===== src/rtl/core_ctrl_pkg.sv =====
`default_nettype none
// ============================================================================
//  Module   : core_ctrl_pkg
//  Purpose  : Shared control definitions for the 5-stage core front end:
//             major opcodes that cause redirects and the hazard FSM states.
//  Revision : 1.0  initial release
// ============================================================================
package core_ctrl_pkg;

   // Major opcodes that can redirect the PC from EX
   localparam logic [6:0] OPC_BRANCH = 7'b1100011;
   localparam logic [6:0] OPC_JAL    = 7'b1101111;
   localparam logic [6:0] OPC_JALR   = 7'b1100111;

   // Hazard unit state: IDLE, or EX occupied by a multi-cycle multiply
   typedef enum logic [0:0] {
      IDLE     = 1'b0,
      MUL_BUSY = 1'b1
   } hz_state_e;

endpackage : core_ctrl_pkg
`default_nettype wire


===== src/rtl/sat_counter.sv =====
`default_nettype none
// ============================================================================
//  Module   : sat_counter
//  Purpose  : Event counter that sticks at all-ones instead of wrapping.
//  Revision : 1.0  initial release
// ============================================================================
module sat_counter #(
   parameter int W = 16
) (
   input  logic         clk,
   input  logic         arst_n,
   input  logic         inc,
   output logic [W-1:0] value
);

   logic [W-1:0] value_q;

   // Count qualifying events, holding once every bit is set
   always_ff @(posedge clk or negedge arst_n) begin
      if (!arst_n) begin
         value_q <= '0;
      end else if (inc && !(&value_q)) begin
         value_q <= value_q + 1'b1;
      end
   end

   assign value = value_q;

endmodule : sat_counter
`default_nettype wire


===== src/rtl/pipeline_hazard_ctrl.sv =====
`default_nettype none
// ============================================================================
//  Module   : pipeline_hazard_ctrl
//  Purpose  : Hazard / pipeline control for the 5-stage core: load-use
//             stalls, branch/jump redirect with optional two-deep squash,
//             multi-cycle multiply occupancy and saturating perf counters.
//  Revision : 1.0  initial release
// ============================================================================
module pipeline_hazard_ctrl
   import core_ctrl_pkg::*;
#(
   parameter int REG_ADDR_W  = 5,
   parameter int MUL_LATENCY = 4,
   parameter int FLUSH_DEPTH = 1,
   parameter int CNT_W       = 16
) (
   input  logic                  clk,
   input  logic                  arst_n,
   input  logic                  mem_read_id_ex,
   input  logic [REG_ADDR_W-1:0] rd_id_ex,
   input  logic [REG_ADDR_W-1:0] rs1_if_id,
   input  logic [REG_ADDR_W-1:0] rs2_if_id,
   input  logic                  rs2_used_if_id,
   input  logic                  branch_taken_ex,
   input  logic                  jump_ex,
   input  logic                  mul_start_ex,
   output logic                  pc_write,
   output logic                  if_id_write,
   output logic                  if_id_flush,
   output logic                  id_ex_bubble,
   output logic                  ex_hold,
   output logic                  redirect,
   output logic                  mul_done,
   output logic [CNT_W-1:0]      stall_cnt,
   output logic [CNT_W-1:0]      flush_cnt
);

   // A latency of 1 completes in a single EX cycle and never stalls
   localparam bit         MUL_STALLS = (MUL_LATENCY > 1);
   // Remaining stall cycles after the start cycle
   localparam logic [3:0] MUL_LOAD   = 4'((MUL_LATENCY > 1) ? (MUL_LATENCY - 2) : 0);
   localparam bit         SQUASH2    = (FLUSH_DEPTH == 2);

   hz_state_e  state_q, state_d;
   logic [3:0] mul_cnt_q, mul_cnt_d;
   logic       mul_done_q, mul_done_d;
   logic       squash_q, squash_d;

   logic mul_stall;
   logic redirect_req;
   logic load_use;

   assign mul_stall    = (state_q == MUL_BUSY) || (mul_start_ex && MUL_STALLS);
   assign redirect_req = branch_taken_ex || jump_ex;
   // x0 is hardwired to zero, so a load targeting it never creates a dependency
   assign load_use     = mem_read_id_ex && (rd_id_ex != '0) &&
                         ((rd_id_ex == rs1_if_id) ||
                          (rs2_used_if_id && (rd_id_ex == rs2_if_id)));

   // State, multiply countdown, done pulse and pending squash registers
   always_ff @(posedge clk or negedge arst_n) begin
      if (!arst_n) begin
         state_q    <= IDLE;
         mul_cnt_q  <= '0;
         mul_done_q <= 1'b0;
         squash_q   <= 1'b0;
      end else begin
         state_q    <= state_d;
         mul_cnt_q  <= mul_cnt_d;
         mul_done_q <= mul_done_d;
         squash_q   <= squash_d;
      end
   end

   // Multiply occupancy: start cycle plus MUL_LOAD busy cycles, done on release
   always_comb begin
      state_d    = state_q;
      mul_cnt_d  = mul_cnt_q;
      mul_done_d = 1'b0;
      case (state_q)
         IDLE: begin
            if (mul_start_ex && MUL_STALLS) begin
               mul_cnt_d = MUL_LOAD;
               if (MUL_LOAD != 4'd0) begin
                  state_d = MUL_BUSY;
               end else begin
                  mul_done_d = 1'b1;
               end
            end
         end
         MUL_BUSY: begin
            mul_cnt_d = mul_cnt_q - 4'd1;
            if (mul_cnt_q == 4'd1) begin
               state_d    = IDLE;
               mul_done_d = 1'b1;
            end
         end
         default: state_d = IDLE;
      endcase
   end

   // Pipeline controls by priority: multiply stall > redirect > load-use
   always_comb begin
      pc_write     = 1'b1;
      if_id_write  = 1'b1;
      if_id_flush  = 1'b0;
      id_ex_bubble = 1'b0;
      ex_hold      = 1'b0;
      redirect     = 1'b0;
      squash_d     = squash_q;
      if (mul_stall) begin
         // Freeze everything; a pending squash waits for the release cycle
         pc_write    = 1'b0;
         if_id_write = 1'b0;
         ex_hold     = 1'b1;
      end else begin
         if (redirect_req) begin
            redirect     = 1'b1;
            if_id_write  = 1'b0;
            if_id_flush  = 1'b1;
            id_ex_bubble = 1'b1;
         end else if (load_use) begin
            pc_write     = 1'b0;
            if_id_write  = 1'b0;
            id_ex_bubble = 1'b1;
         end
         if (squash_q) begin
            if_id_flush = 1'b1;
         end
         squash_d = redirect_req && SQUASH2;
      end
   end

   assign mul_done = mul_done_q;

   sat_counter #(.W(CNT_W)) u_stall_cnt (
      .clk    (clk),
      .arst_n (arst_n),
      .inc    (!pc_write),
      .value  (stall_cnt)
   );

   sat_counter #(.W(CNT_W)) u_flush_cnt (
      .clk    (clk),
      .arst_n (arst_n),
      .inc    (redirect),
      .value  (flush_cnt)
   );

endmodule : pipeline_hazard_ctrl
`default_nettype wire

===== config.mk =====
export PLATFORM = sky130hd
export DESIGN_NAME = pipeline_hazard_ctrl
export DESIGN_NICKNAME = d
export VERILOG_FILES = /design/src/rtl/core_ctrl_pkg.sv /design/src/rtl/sat_counter.sv /design/src/rtl/pipeline_hazard_ctrl.sv
export SDC_FILE = /design/constraint.sdc
export NUM_CORES = 1
export LEC_CHECK = 0
export ABC_CLOCK_PERIOD_IN_PS = 3900
export BUFFER_PORTS_ARGS = -buffer_cell sky130_fd_sc_hd__buf_2
export CAP_MARGIN = 20
export CORE_ASPECT_RATIO = 1.5
export CORE_UTILIZATION = 56
export DETAILED_ROUTE_END_ITERATION = 10
export MAX_ROUTING_LAYER = met4
export PLACE_DENSITY = 0.82
export SLEW_MARGIN = 5
export SYNTH_ARGS = -nofsm -noshare
export SYNTH_HDL_FRONTEND = slang
export SYNTH_HIERARCHICAL = 1
export SYNTH_SLANG_ARGS = --single-unit
export TNS_END_PERCENT = 5

===== constraint.sdc =====
create_clock -name clk -period 3.9 [get_ports clk]
set_input_delay 0.78 -clock clk [delete_from_list [all_inputs] [get_ports clk]]
set_output_delay 0.78 -clock clk [all_outputs]
set_load 0.03 [all_outputs]

# After elaboration in Yosys (flattened, before gate mapping)
# Cells that the tools add are included.
[classes]
mux = 18
n_eq_ne = 4
reduce_logical = 14
bitwise_logic = 1
addsub = 3
[op_table]
columns = ["operator", "count"]
rows = [
  ["adder 16 x 1 -> 16 bit, second input constant", 2],
  ["AND reduction 16 bit", 2],
  ["two-way mux 1 bit", 14],
  ["equality test 5 bit", 2],
  ["case mux 4 bit (2 select lines)", 1],
  ["logical AND 1 bit", 5],
  ["nonzero test 5 bit", 1],
  ["equality test 4 x 1 -> 1 bit, second input constant", 1],
  ["two-way mux 4 bit", 1],
  ["case mux 1 bit (2 select lines)", 2],
  ["subtractor 4 x 1 -> 4 bit, second input constant", 1],
  ["logical NOT 1 bit", 3],
  ["logical OR 1 bit", 3],
  ["inequality test 2 bit, second input constant", 1],
  ["NOT 1 bit", 1],
]
[totals]
inputBits = 22
ff_bits = 38
output_inout_bits = 39

# Logic depth before layout (Yosys ltp)
[depth]
word_depth = 9
depth_mapped = 8
depth_no_buf = 8

# Cells and area by module
# Netlist, hierarchy kept.
[by_module_without_submodules]
columns = ["mod", "cells_each", "area_per_inst_um2", "n_inst"]
rows = [
  ["sat_counter", 75, 840.8, 2],
  ["pipeline_hazard_ctrl", 48, 452.9, 1],
]

# Worst setup path after synthesis
# OpenSTA, ideal clock, no wires.
[synth_path]
path_type = "in2reg"
start = "input rd_id_ex[3]"
end = "register u_stall_cnt.value_q[15], in the netlist u_stall_cnt/value[15]"
arrival_time_ns = 2.919
setup_ns = 0.081
n_path_buf = 0
required_ns = 3.819
cell_stages = 8
slack_ns = 0.901
cell_sequence = "xor2_1 > nor4_2 > a32oi_1 > o41ai_1 > and3_2 > nand3_1 > nor4_2 > xor2_1"
[synth_via]
elab_chain_len = 9
elab_cells_between_ends = 12
[synth_rtl]
columns = ["item", "line", "source"]
rows = [
  ["start: declaration", "pipeline_hazard_ctrl.sv:20", "input logic [REG_ADDR_W-1:0] rd_id_ex,"],
  ["equality test 5 bit", "pipeline_hazard_ctrl.sv:58", "(rs2_used_if_id && (rd_id_ex == rs2_if_id)));"],
  ["logical AND 1 bit", "pipeline_hazard_ctrl.sv:58", ""],
  ["logical OR 1 bit", "pipeline_hazard_ctrl.sv:57", "((rd_id_ex == rs1_if_id) ||"],
  ["logical AND 1 bit (*)", "pipeline_hazard_ctrl.sv:56", "assign load_use = mem_read_id_ex && (rd_id_ex != '0) &&"],
  ["two-way mux 1 bit (*)", "pipeline_hazard_ctrl.sv:122", "end else if (load_use) begin"],
  ["two-way mux 1 bit (*)", "pipeline_hazard_ctrl.sv:117", "if (redirect_req) begin"],
  ["two-way mux 1 bit (*)", "pipeline_hazard_ctrl.sv:111", "if (mul_stall) begin"],
  ["logical NOT 1 bit (*)", "pipeline_hazard_ctrl.sv:139", ".inc (!pc_write),"],
  ["logical AND 1 bit (*)", "sat_counter.sv:22", "end else if (inc && !(&value_q)) begin"],
  ["end signal: assignment", "sat_counter.sv:23", "value_q <= value_q + 1'b1;"],
  ["end: declaration", "sat_counter.sv:16", "logic [W-1:0] value_q;"],
]
# Mark *: on every way between the ends. The rest lies on a longest branch, timed or not.
# A chain may end at the register's enable or synchronous reset.

# Worst setup path after layout
[layout_path]
start = "input rd_id_ex[3]"
end = "output pc_write"
[layout_via]
elab_chain_len = 7
elab_cells_between_ends = 10
[layout_rtl]
columns = ["item", "line", "source"]
rows = [
  ["equality test 5 bit", "pipeline_hazard_ctrl.sv:58", ""],
  ["logical AND 1 bit", "pipeline_hazard_ctrl.sv:58", ""],
  ["logical OR 1 bit", "pipeline_hazard_ctrl.sv:57", ""],
  ["logical AND 1 bit (*)", "pipeline_hazard_ctrl.sv:56", ""],
  ["two-way mux 1 bit (*)", "pipeline_hazard_ctrl.sv:122", ""],
  ["two-way mux 1 bit (*)", "pipeline_hazard_ctrl.sv:117", ""],
  ["two-way mux 1 bit (*)", "pipeline_hazard_ctrl.sv:111", ""],
  ["end: declaration", "pipeline_hazard_ctrl.sv:27", "output logic pc_write,"],
]
# Marked as above.

==> results.md <==
* Post-synthesis sequential area ratio at 44.5%
* CTS max path bufs at 2
* Routed Antenna Nets at 0
* Initial antenna violation count at 0
* Iter 0 DRT Violations at 15
* GRT Resource Usage Total at 24.1%
* Final setup fails at 0
* Combinational power share at 35.5%
* CTS Hold Bufs at 0
* Main synth FF type: dfrtp_1
* Die W at 52.4 um
* Worst-path cell chain: buf_2, xor2_1, nor4_2, a32oi_1, o41a_1, buf_2
* Worst Setup Path Type: in2out
* Routed vias/inst at 5.71
* # nets final at 289
* Syn_nets at 224
* Leak Pwr at 1.36 nW
* Worst hold path type: reg2reg
* Starting Density at 58.5%
* Input/output buffers at 60
* Global-route wire length before repair at 7280 um
* Area growth, synth to finish at 21.1%
* Data required time of the worst path at 3120 ps
* Critical Path AT at 2080 ps
* Max FO, Critical Path at 4
* Post_cts resized at 0
* Pre-CTS setup slack at 841 ps
* Mean post-synth cell area at 10.8 um^2
* Tcrit/Tclk final at 73.4%
* Most frequent cells in the layout: 60 x buf_2, 38 x dfrtp_1, 26 x xor2_1, 16 x nor2_1
* Slew margin rel. at 45.4%
* Worst clock skew at 5.25 ps
* Synth Register Bits at 38
* Largest net degree at the start of global routing at 39
* PnR worst setup slack at 1040 ps
* Commonest non-fill, non-tap cell in the layout: buf_2
* Yosys cell types at 35
* Yosys top cell area share at 44.5%
* Final WL at 4300 um
* Psw at 0.000566 W
* Diode count at 0
* Ys async rst share at 100%
* Minimum clock period at 2860 ps
* Drt first pass iters at 4
* Clock latency on the worst-skew pair at 280 ps
* Layout cells sized above 1 at 34.5%
* Post-Syn Area at 2130 um^2
* Worst setup EP type: output pin
* Num CTS Buffers at 5
* Clock Power Share at 22.2%
* Sw frac at 39.5%
* Slowest CP cell: o41a_1
* Max rail drop VDD at 0.000439 V
* Critical Path Most Common Cell: buf_2
* Overall Power at 0.00143 W
* Fin. Hold Viols at 0
* Worst Tran Pin Value at 818 ps
* Startpoint Class: input pin
* DRC at 0
* Number of synthesized flops with an enable pin at 0
* H-tree Lvls at 2
* Setup TNS at 0 ps
* Cell area power density at 555 nW/um^2
* Int Power at 0.000867 W
* Sequential share of power at 42.3%
* Max cap viols at 0
* Largest area contributor in the synthesized netlist: dfrtp_1
* Std cell rows at 27
* I/O pin total at 61
* CTS tree: built
* Clock-pin slew on the worst setup and hold paths at 70 ps
* Routability Congestion at 0.798
* Postcts setup bufs at 0
* WL per Instance at 14.0 um
* Largest stage delay, worst path at 390 ps
* Outcome: finished clean
* Max Slew Vio Count at 0
* HPWL reported at the end of detailed placement at 3270 um
* Synth Warn # at 6
* RSZ-0062 raised after global routing: false
* Clock sinks at 38
* Post-Syn Instances at 198
* Vias in the first global route at 1,761
* Vert. Die Dim at 77.6 um
* Max frequency at 0.349 GHz
* Synth top area cells: dfrtp_1 45%, xor2_1 11%, mux2_2 4.7%
* Filler Cell Count at 299
* Clock root cell: clkbuf_8
* GRT overflow at 0
* Die area at 4070 um^2
* Vias at 1,754
* Core region area at 3650 um^2
[worst paths after layout]
path                       cells past startpoint  slack, ps                           endpoint                     start
setup / recovery                               6       1040                           pc_write               rd_id_ex[3]
hold / removal                                 2        520           mul_cnt_q[3]$_DFFE_PN0N_  mul_cnt_q[3]$_DFFE_PN0N_
setup reg to reg                               7       1510  u_flush_cnt/value[15]$_DFFE_PN0P_         state_q$_DFF_PN0_
hold reg to reg                                2        520           mul_cnt_q[3]$_DFFE_PN0N_  mul_cnt_q[3]$_DFFE_PN0N_
max in group asynchronous                      1       2790   u_stall_cnt/value[6]$_DFFE_PN0P_                    arst_n
min in group asynchronous                      1        580   u_flush_cnt/value[7]$_DFFE_PN0P_                    arst_n
[power groups by stage]
stage	Clock, W	Sequential [W]	Combinational (W)
4_1_cts	0.000328	0.000607	0.000514
3_5_place_dp	0	0.000613	0.000513
3_3_place_gp	0	0.000607	0.000497
6_report	0.000318	0.000606	0.000509
5_1_grt	0.000349	0.000623	0.000555
2_1_floorplan	0	0.000708	0.000254
[synthesized netlist by cell type, types with 3 or more instances]
master    number
o21ai_0        5
dfrtp_1       38
nand3_1       12
nand4_2        4
nor4_2         5
ha_1           4
nand4_1        6
nor3b_1        3
nand2_1        9
nand2b_1       4
inv_1          7
xnor2_1        7
nor2_1        16
a21oi_1        4
nor3_1        12
mux2_2         9
and4_1         4
xor2_1        26
[area by class of cell]
type	count	area, um^2	share of cell area (%)
Clock buffer	7	76.3	2.95
Clock inverter	1	30.0	1.16
Multi-Input combinational cell	150	1140	44.1
Tap cell	43	53.8	2.08
Timing Repair Buffer	61	308	11.9
Sequential cell	38	951	36.8
Inverter	7	26.3	1.02
[state kept, by name, indices dropped and copies added, names as in the netlist]
register	flops
mul_cnt_q	4
u_stall_cnt/value	16
u_flush_cnt/value	16
mul_done	1
state_q	1
[worst max-delay path, delay by kind of cell]
kind	cells	cell delay, ps
simple gates	1	250
buf+inv	2	300
xor+xnor	1	170
compound gates	2	580
[layer usage]
| metal | up-vias | GRT usage (%) | part of all wire, % |
|---|---|---|---|
| li1 | 845 | - | - |
| met1 | 848 | 24.6 | 39 |
| met2 | 54 | 43.4 | 55 |
| met3 | 7 | 4.71 | 4.0 |
| met4 | 0 | 8.95 | 1.9 |
| met5 | - | - | 0 |
[kinds of logic after synthesis]
group,count (synthesis),share of synthesized area (%)
AND/OR/NAND/NOR,85,26.8
AO/OA/AOI/OAI,19,5.92
XOR/XNOR,33,13.5
buffers and inverters,10,2.05
adder cells (fa/ha/maj),4,2.34
flip-flops,38,44.5
multiplexers,9,4.75
[through the flow]
step / util (%) / hold WS [ps] / cell area [um^2] / instances
after floorplan: - / 473 / 2130 / 198
final: 70.9 / 524 / 2580 / 307
after global placement: 67.9 / 488 / 2480 / 299
after CTS: 70.9 / 527 / 2580 / 307
after detailed placement: 67.9 / 510 / 2480 / 299
after global routing: 70.9 / 548 / 2580 / 307
Note: power is estimated with default switching activity, not from simulation.
